$ cat src/rtl/alu_seq.sv
// alu_seq: parametrised sequential ALU with valid/ready handshake, iterative MUL/DIV and registered flags
module alu_seq #(
    parameter int WIDTH = 8
) (
    input  logic                 clk,
    input  logic                 rst,
    input  logic                 in_valid,
    output logic                 in_ready,
    input  logic [WIDTH-1:0]     a,
    input  logic [WIDTH-1:0]     b,
    input  logic [3:0]           opcode,
    output logic                 out_valid,
    input  logic                 out_ready,
    output logic [2*WIDTH-1:0]   out,
    output logic                 zero,
    output logic                 carry,
    output logic                 div_by_zero,
    output logic                 busy
);
    localparam int CW = $clog2(WIDTH) + 1;
    typedef enum logic [1:0] {IDLE, BUSY, DONE} state_t;
    state_t state, state_nxt;
    logic [CW-1:0] cnt;
    logic mul_op, accept, fast, last, cy;
    logic [WIDTH-1:0] b_r, mp, q, rem, q_nxt, rem_nxt;
    logic [WIDTH:0] ea, eb, r_sh, diff;
    logic [2*WIDTH-1:0] mc, acc, acc_nxt, res, fin;
    assign accept = in_valid && in_ready;
    assign fast = !(opcode == 4'd4 || (opcode == 4'd5 && b != '0));
    assign last = cnt == CW'(WIDTH - 1);
    assign ea = {1'b0, a};
    assign eb = {1'b0, b};
    // single-cycle result straight from the live operands, registered on accept
    always_comb begin
        res = '0;
        case (opcode)
            4'd0:  res[WIDTH:0] = ea + eb;
            4'd1:  res[WIDTH:0] = ea + 1'b1;
            4'd2:  res[WIDTH:0] = ea - eb;
            4'd3:  res[WIDTH:0] = ea - 1'b1;
            4'd5:  res = b == '0 ? {a, {WIDTH{1'b1}}} : '0;
            4'd6:  res[WIDTH:0] = {a, 1'b0};
            4'd7:  res[WIDTH-1:0] = a >> 1;
            4'd8:  res[WIDTH-1:0] = a & b;
            4'd9:  res[WIDTH-1:0] = a | b;
            4'd10: res[WIDTH-1:0] = ~a;
            4'd11: res[WIDTH-1:0] = ~(a & b);
            4'd12: res[WIDTH-1:0] = ~(a | b);
            4'd13: res[WIDTH-1:0] = a ^ b;
            4'd14: res[WIDTH-1:0] = ~(a ^ b);
            4'd15: res[WIDTH-1:0] = a;
            default: res = '0;
        endcase
        cy = (opcode <= 4'd3 || opcode == 4'd6) && res[WIDTH];
    end
    // one shift-add step and one restoring-division step per BUSY cycle
    always_comb begin
        acc_nxt = acc + (mp[0] ? mc : '0);
        r_sh = {rem, q[WIDTH-1]};
        diff = r_sh - {1'b0, b_r};
        rem_nxt = diff[WIDTH] ? r_sh[WIDTH-1:0] : diff[WIDTH-1:0];
        q_nxt = {q[WIDTH-2:0], ~diff[WIDTH]};
        fin = mul_op ? acc_nxt : {rem_nxt, q_nxt};
    end
    // next state and handshake outputs decoded from the state
    always_comb begin
        state_nxt = state;
        case (state)
            IDLE: state_nxt = accept ? (fast ? DONE : BUSY) : IDLE;
            BUSY: state_nxt = last ? DONE : BUSY;
            DONE: state_nxt = out_ready ? IDLE : DONE;
            default: state_nxt = IDLE;
        endcase
        in_ready = state == IDLE;
        busy = state == BUSY;
        out_valid = state == DONE;
    end
    // state register and result/flag registers, written together on completion
    always_ff @(posedge clk) begin
        if (rst) begin
            state <= IDLE;
            out <= '0;
            zero <= 1'b0;
            carry <= 1'b0;
            div_by_zero <= 1'b0;
        end else begin
            state <= state_nxt;
            if (accept && fast) begin
                out <= res;
                zero <= res == '0;
                carry <= cy;
                div_by_zero <= opcode == 4'd5;
            end else if (state == BUSY && last) begin
                out <= fin;
                zero <= fin == '0;
                carry <= 1'b0;
                div_by_zero <= 1'b0;
            end
        end
    end
    // iterative datapath: operands loaded on accept, stepped while BUSY
    always_ff @(posedge clk) begin
        if (accept) begin
            mul_op <= opcode == 4'd4;
            b_r <= b;
            mc <= {{WIDTH{1'b0}}, a};
            mp <= b;
            acc <= '0;
            q <= a;
            rem <= '0;
            cnt <= '0;
        end else if (state == BUSY) begin
            cnt <= cnt + CW'(1);
            mc <= mc << 1;
            mp <= mp >> 1;
            acc <= acc_nxt;
            q <= q_nxt;
            rem <= rem_nxt;
        end
    end
endmodule
$ cat config.mk
export PLATFORM = sky130hd
export DESIGN_NAME = alu_seq
export DESIGN_NICKNAME = d
export VERILOG_FILES = /design/src/rtl/alu_seq.sv
export SDC_FILE = /design/constraint.sdc
export NUM_CORES = 1
export LEC_CHECK = 0
export CAP_MARGIN = 10
export CORE_AREA = 2 2 146 148
export CTS_BUF_LIST = sky130_fd_sc_hd__clkbuf_4 sky130_fd_sc_hd__clkbuf_8 sky130_fd_sc_hd__clkbuf_16
export DETAILED_ROUTE_END_ITERATION = 7
export DIE_AREA = 0 0 148 150
export GPL_TIMING_DRIVEN = 1
export PLACE_DENSITY = 0.49
export SKIP_LAST_GASP = 1
export SLEW_MARGIN = 0
export SYNTH_ARGS = -nofsm -noshare
export SYNTH_HDL_FRONTEND = slang
export SYNTH_SLANG_ARGS = --single-unit
$ cat constraint.sdc
create_clock -name clk -period 4.9 [get_ports clk]
set_clock_uncertainty 0.15 [all_clocks]
set_input_delay 1.47 -clock clk [delete_from_list [all_inputs] [get_ports clk]]
set_output_delay 1.47 -clock clk [all_outputs]
set_load 0.005 [all_outputs]
==> results of run 1 <==
-- area by class of cell --
type / count / area [sq um]
timing repair buffer: 98 / 873
multi-input combinational: 707 / 4590
inverter: 46 / 173
clock inverter: 7 / 71.3
clock buffer: 9 / 225
sequential: 90 / 2130
fill: 2171 / 12300
tap: 275 / 344
-- report_power, final --
group / internal [mW] / switching [mW] / leakage (nW)
registers: 0.824 / 0.0316 / 0.784
clock network: 0.359 / 0.365 / 0.139
logic: 0.197 / 0.293 / 2.39
total: 1.38 / 0.690 / 3.32
-- cell usage after synthesis (15+ instances only) --
cell type	count	area share, %
nand2_1	120	6.3
o21ai_0	75	5.2
a21oi_1	60	4.2
dfxtp_1	57	16
ha_1	51	8.9
nor2_1	46	2.4
inv_1	44	2.3
nand3_1	43	3.0
clkbuf_1	33	1.7
edfxtp_1	33	14
nor3_1	23	1.6
o211ai_1	19	2.0
xnor2_1	18	2.2
nand2b_1	16	1.4
and2_1	15	1.3
-- logic make-up after synthesis --
group,share of synthesized area [%]
DFF,29.8
muxes,2.19
xor gates and xnor gates,3.80
adders and majority gates,10.0
AOI/OAI and AO/OA,23.8
and+or+nand+nor,24.2
buffers and inverters,6.11
-- cells in the final DEF (no fill, tap or decap), types with 12 or more instances in the layout --
cell type | synthesis | layout
nand2_1 | 120 | 119
o21ai_0 | 75 | 75
a21oi_1 | 60 | 60
dfxtp_1 | 57 | 57
ha_1 | 51 | 51
buf_4 | 5 | 51
nor2_1 | 46 | 46
clkdlybuf4s50_1 | 0 | 45
inv_1 | 44 | 44
nand3_1 | 43 | 43
edfxtp_1 | 33 | 33
nor3_1 | 23 | 23
o211ai_1 | 19 | 19
xnor2_1 | 18 | 18
nand2b_1 | 16 | 16
and2_1 | 15 | 15
nor4_1 | 14 | 14
a31oi_1 | 14 | 14
a21o_1 | 13 | 13
a211oi_1 | 13 | 13
xor2_1 | 13 | 13
nor2b_1 | 12 | 12
-- state kept, by name, indices dropped and copies added (netlist names) --
register,cells
zero,1
mul_op,1
cnt,4
state,2
carry,1
q,8
out,16
div_by_zero,1
acc,16
rem,8
mc,16
b_r,8
mp,8
-- critical path, delay by kind of cell --
family          cells  cell delay (ns)
compound gates      5             1.23
simple gates        3             0.77
buf+inv             3             0.67
fa+ha+maj           1             0.43
mux                 1             0.09
-- metrics by stage --
stage               hold slack (ns)  util (%)
finish                        0.309      40.6
global route                  0.331      40.6
CTS                           0.313      40.6
detailed placement            0.298      39.2
global placement              0.296      39.2
floorplan                     0.279         -
-- path summary, 6_finish.rpt --
check | from | to | slack (ns) | depth (start not counted)
worst max-delay path | b[4] | out[7] | 0.33 | 13
worst min-delay path | acc[12] | acc[12] | 0.31 | 2
worst max register to register | mp[0] | zero | 0.90 | 12
worst min register to register | acc[12] | acc[12] | 0.31 | 2
-- layer usage --
metal	track usage, %	wire, um	up-vias
met3	2.65	1000	33
li1	-	-	3396
met1	31.1	11600	3224
met5	0	0	-
met4	6.86	513	0
met2	34.7	10500	179
==> impl_metrics.json, run 1 <==
{
  "rsz0062_at_grt": "no",
  "leakage_nw": 3.32,
  "fin_area_sq_um": 8400,
  "port-buffer-count": 45,
  "run_status": "finished, final reports clean",
  "wl_per_cell_um": 19.2,
  "relSlewSlack_pct": 43.9,
  "crit_path_max_incr_delay_ns": 0.61,
  "drt_iter0_markers": 458,
  "cp.arrival_ns": 4.66,
  "die_w_um": 148,
  "cts_resized": 0,
  "pin_count": 46,
  "drt-total-wl_mm": 23.7,
  "total_power_mw": 2.07,
  "grt_util_all_layers_pct": 21.9,
  "netlist_area_sq_um": 7150,
  "cpMaxStageDelayCell": "or4_1",
  "end_kind": "flop",
  "post-place-cells": 1216,
  "seq_area_frac_synth_pct": 29.8,
  "placed_cell_area_sq_um": 8110,
  "area_growth_syn_to_layout_pct": 17.5,
  "cts_buffers": 9,
  "grt_max_degree": 49,
  "grt_pass1_vias": 6686,
  "core-area_sq_um": 20700,
  "drive_gt1_share_pct": 9.30,
  "slew_viol_final": 0,
  "gp_congestion": 0.880,
  "clock-sinks": 90,
  "vias": 6832,
  "die_area_sq_um": 22200,
  "synth_edf_count": 33,
  "grt_pass1_wl_mm": 37.9,
  "fin_crit_sh_pct": 93.3,
  "start_kind": "input port",
  "period_minus_slack_ns": 4.57,
  "synthFlopType": "dfxtp_1",
  "ir_drop_mv": 0.148,
  "fmax_mhz": 219,
  "yosys_register_bits": 90,
  "power_density_nw_per_um2": 246,
  "dieHeight_um": 150,
  "cts.path.max_buffers": 2,
  "drv_cap": 0,
  "setup_viol": 0,
  "syn_nets": 981,
  "clockRootBuffer": "clkbuf_16",
  "pre_cts_slack_ns": 0.0153,
  "insertion_delay_ns": 0.36,
  "h-tree-depth": 3,
  "synthDistinctLibCells": 82,
  "async_flop_share_pct": 0,
  "num_rows": 53,
  "hold_buffers": 0,
  "cp_max_fo": 7,
  "overflow": 0,
  "netlist_instances": 902,
  "ant_nets": 0,
  "finalWorstSetupSlack_ns": 0.329,
  "instances_no_fill": 1232,
  "antenna_cells": 0,
  "finalNetCount": 1031,
  "postCtsSetupRepairBufs": 0,
  "dp_hpwl_mm": 17.5,
  "cp.required_ns": 4.99,
  "crit_type": "input port to flop",
  "hold_viol_final": 0,
  "viasPerCell": 5.55,
  "tightest_slew_ns": 0.841,
  "cts_tree": "yes",
  "antenna_found_initial": 0,
  "initial_core_util_pct": 34.6,
  "drc_errors": 0,
  "ys_warn_count": 0,
  "hp-class": "flop to flop",
  "fin_tns_setup_ns": 0,
  "first_pass_iters": 5,
  "cts.clk_slew.worst_paths_ns": 0.07,
  "cp_cell_sequence": "clkdlybuf4s50_1 -> buf_4 -> inv_1 -> ha_1 -> nor2_1 -> a22o_1 -> a311oi_1 -> o21bai_1 -> a21oi_1 -> mux2i_1 -> or4_1 -> a21oi_1 -> nor2_1",
  "synth_area_per_cell_sq_um": 7.93
}
Power figures use the tool's default switching activity.
==> run 2, diff against run 1 <==
--- a/config.mk
+++ b/config.mk
@@ -5,13 +5,14 @@
 export SDC_FILE = /design/constraint.sdc
 export NUM_CORES = 1
 export LEC_CHECK = 0
-export CAP_MARGIN = 10
+export CAP_MARGIN = 20
 export CORE_AREA = 2 2 146 148
 export CTS_BUF_LIST = sky130_fd_sc_hd__clkbuf_4 sky130_fd_sc_hd__clkbuf_8 sky130_fd_sc_hd__clkbuf_16
 export DETAILED_ROUTE_END_ITERATION = 7
 export DIE_AREA = 0 0 148 150
 export GPL_TIMING_DRIVEN = 1
 export PLACE_DENSITY = 0.49
+export SKIP_CTS_REPAIR_TIMING = 1
 export SKIP_LAST_GASP = 1
 export SLEW_MARGIN = 0
 export SYNTH_ARGS = -nofsm -noshare
==> results of run 2 <==
The final DEF is identical to that of run 1; final timing and power are the same.
==> run 3, diff against run 2 <==
--- a/config.mk
+++ b/config.mk
@@ -12,6 +12,7 @@
 export DIE_AREA = 0 0 148 150
 export GPL_TIMING_DRIVEN = 1
 export PLACE_DENSITY = 0.49
+export SETUP_SLACK_MARGIN = 0.5
 export SKIP_CTS_REPAIR_TIMING = 1
 export SKIP_LAST_GASP = 1
 export SLEW_MARGIN = 0
==> run 3 against run 2 <==
Register-to-register slack is essentially flat. Combinational power grew 2%. Sequential share of layout area shrank 0.28 points. Non-clock buffer count grew 1. Critical path type unchanged. Largest cell class unchanged. Largest power group unchanged.
==> impl_metrics.json, run 3 (synthesis gave the netlist of run 1 again) <==
{
  "die_w_um": 148,
  "cts.path.max_buffers": 2,
  "wl_per_cell_um": 19.3,
  "grt_util_met1_pct": 31.1,
  "drt_iter0_markers": 484,
  "grtUsageMet3_pct": 2.65,
  "grt_util_all_layers_pct": 21.9,
  "cp.arrival_ns": 4.33,
  "cts_tree": "yes",
  "first_pass_iters": 5,
  "num_rows": 53,
  "post-place-cells": 1216,
  "antenna_cells": 0,
  "crit_buf_inv": 3,
  "dieHeight_um": 150,
  "finalNetCount": 1032,
  "clock-sinks": 90,
  "area_growth_syn_to_layout_pct": 18.8,
  "ir_drop_mv": 0.151,
  "layout_common_cells": "119 x nand2_1, 74 x o21ai_0, 58 x a21oi_1",
  "pin_count": 46,
  "vias": 6856,
  "dp_hpwl_mm": 17.5,
  "relSlewSlack_pct": 43.9,
  "whs_ns": 0.309,
  "drt-total-wl_mm": 23.9,
  "cts_buffers": 9,
  "setup_viol": 0,
  "start_kind": "input port",
  "reg_top3": "acc: 16 flops, mc: 16 flops, out: 16 flops",
  "port-buffer-count": 45,
  "grt_use_met2_pct": 34.7,
  "cts.clk_slew.worst_paths_ns": 0.07,
  "crit_type": "input port to flop",
  "hp-class": "flop to flop",
  "drv_cap": 0,
  "fmax_mhz": 236,
  "die_area_sq_um": 22200,
  "grt_pass1_wl_mm": 37.9,
  "tightest_slew_ns": 0.842,
  "ant_nets": 0,
  "cp_max_fo": 7,
  "cp_common_cell": "nor2_1",
  "r2r_cells": 12,
  "cp_cell_sequence": "clkdlybuf4s50_1 -> buf_4 -> inv_1 -> ha_2 -> nor2_1 -> a22o_1 -> a311oi_2 -> o21bai_1 -> a21oi_2 -> mux2i_1 -> or4_4 -> a21oi_1 -> nor2_1",
  "leakage_nw": 3.36,
  "slew_viol_final": 0,
  "fin_tns_setup_ns": 0,
  "instances_no_fill": 1233,
  "cpLargestDelayFamily": "compound AO/OA/AOI/OAI gates",
  "top_usage_layer": "met2",
  "end_kind": "flop",
  "initial_core_util_pct": 34.6,
  "rr_endpoint": "zero",
  "cp.required_ns": 4.99,
  "rsz0062_at_grt": "no",
  "grt_pass1_vias": 6686,
  "insertion_delay_ns": 0.36,
  "fillers": 2173,
  "drc_errors": 0,
  "crit_path_max_incr_delay_ns": 0.55,
  "run_status": "finished, final reports clean",
  "r2r_start": "mp[0]",
  "hold_viol_final": 0,
  "power_density_nw_per_um2": 245,
  "r2r_setup_slack_ns": 0.90,
  "crit_end": "out[7]",
  "period_minus_slack_ns": 4.24,
  "antenna_found_initial": 0,
  "fin_crit_sh_pct": 86.6,
  "overflow": 0,
  "grt_max_degree": 49,
  "clockRootBuffer": "clkbuf_16",
  "final_common_cell": "nand2_1",
  "worstSetupPathDepth": 13,
  "cpMaxStageDelayCell": "or4_4",
  "viasPerCell": 5.56,
  "gp_congestion": 0.880,
  "h-tree-depth": 3,
  "drive_gt1_share_pct": 11.1,
  "core-area_sq_um": 20700,
  "startpoint": "b[3]"
}
[run 3: how the worst min path moves through the flow]
stage / depth (start not counted) / endpoint / slack [ns] / startpoint
after detailed placement: 1 / state[0] / 0.30 / state[1]
after CTS: 2 / acc[8] / 0.31 / acc[8]
after global routing: 2 / acc[8] / 0.33 / acc[8]
after global placement: 2 / acc[14] / 0.30 / acc[14]
final: 2 / acc[12] / 0.31 / acc[12]
after floorplan: 1 / state[0] / 0.28 / state[1]
[run 3: final cells by class]
class / instances / area [sq um] / area share [%]
clock buffers: 9 / 225 / 2.65
clock inverters: 7 / 71.3 / 0.839
inverters: 46 / 176 / 2.08
multi-input cells: 707 / 4650 / 54.8
flip-flops and latches: 90 / 2130 / 25.1
well taps: 275 / 344 / 4.05
repair buffers: 99 / 895 / 10.5
[run 3: power by group]
group          leakage [nW]  internal, mW  switching, mW
registers             0.784         0.824         0.0318
clock network         0.139         0.359          0.364
logic                  2.43         0.203          0.299
[run 3: metal layers]
metal  share of wire (%)  up-vias
li1                    -     3392
met1                  48     3268
met2                  45      170
met3                 4.5       26
met4                 2.0        0
met5                   0        -
[run 3: worst register-to-register path, stage by stage, from the launching register on]
cell      delay, ns
edfxtp_1       0.71
and2_1         0.22
ha_1           0.21
fa_1           0.30
a211oi_1       0.15
o21ai_0        0.28
a41oi_1        0.21
or3b_2         0.53
nor4b_1        0.17
a211oi_1       0.44
o211ai_1       0.16
nor3_1         0.25
a21o_1         0.15
[run 3: metrics by stage]
step                total power [mW]  setup slack [ns]  utilization (%)  cell area [sq um]
finish                          2.08             0.658             41.1               8500
global route                    2.18             0.512             41.1               8500
CTS                             2.09             0.373             40.6               8400
detailed placement              1.36            0.0153             39.2               8110
global placement                1.36           0.00431             39.2               8110
floorplan                       1.16             0.752                -               7150
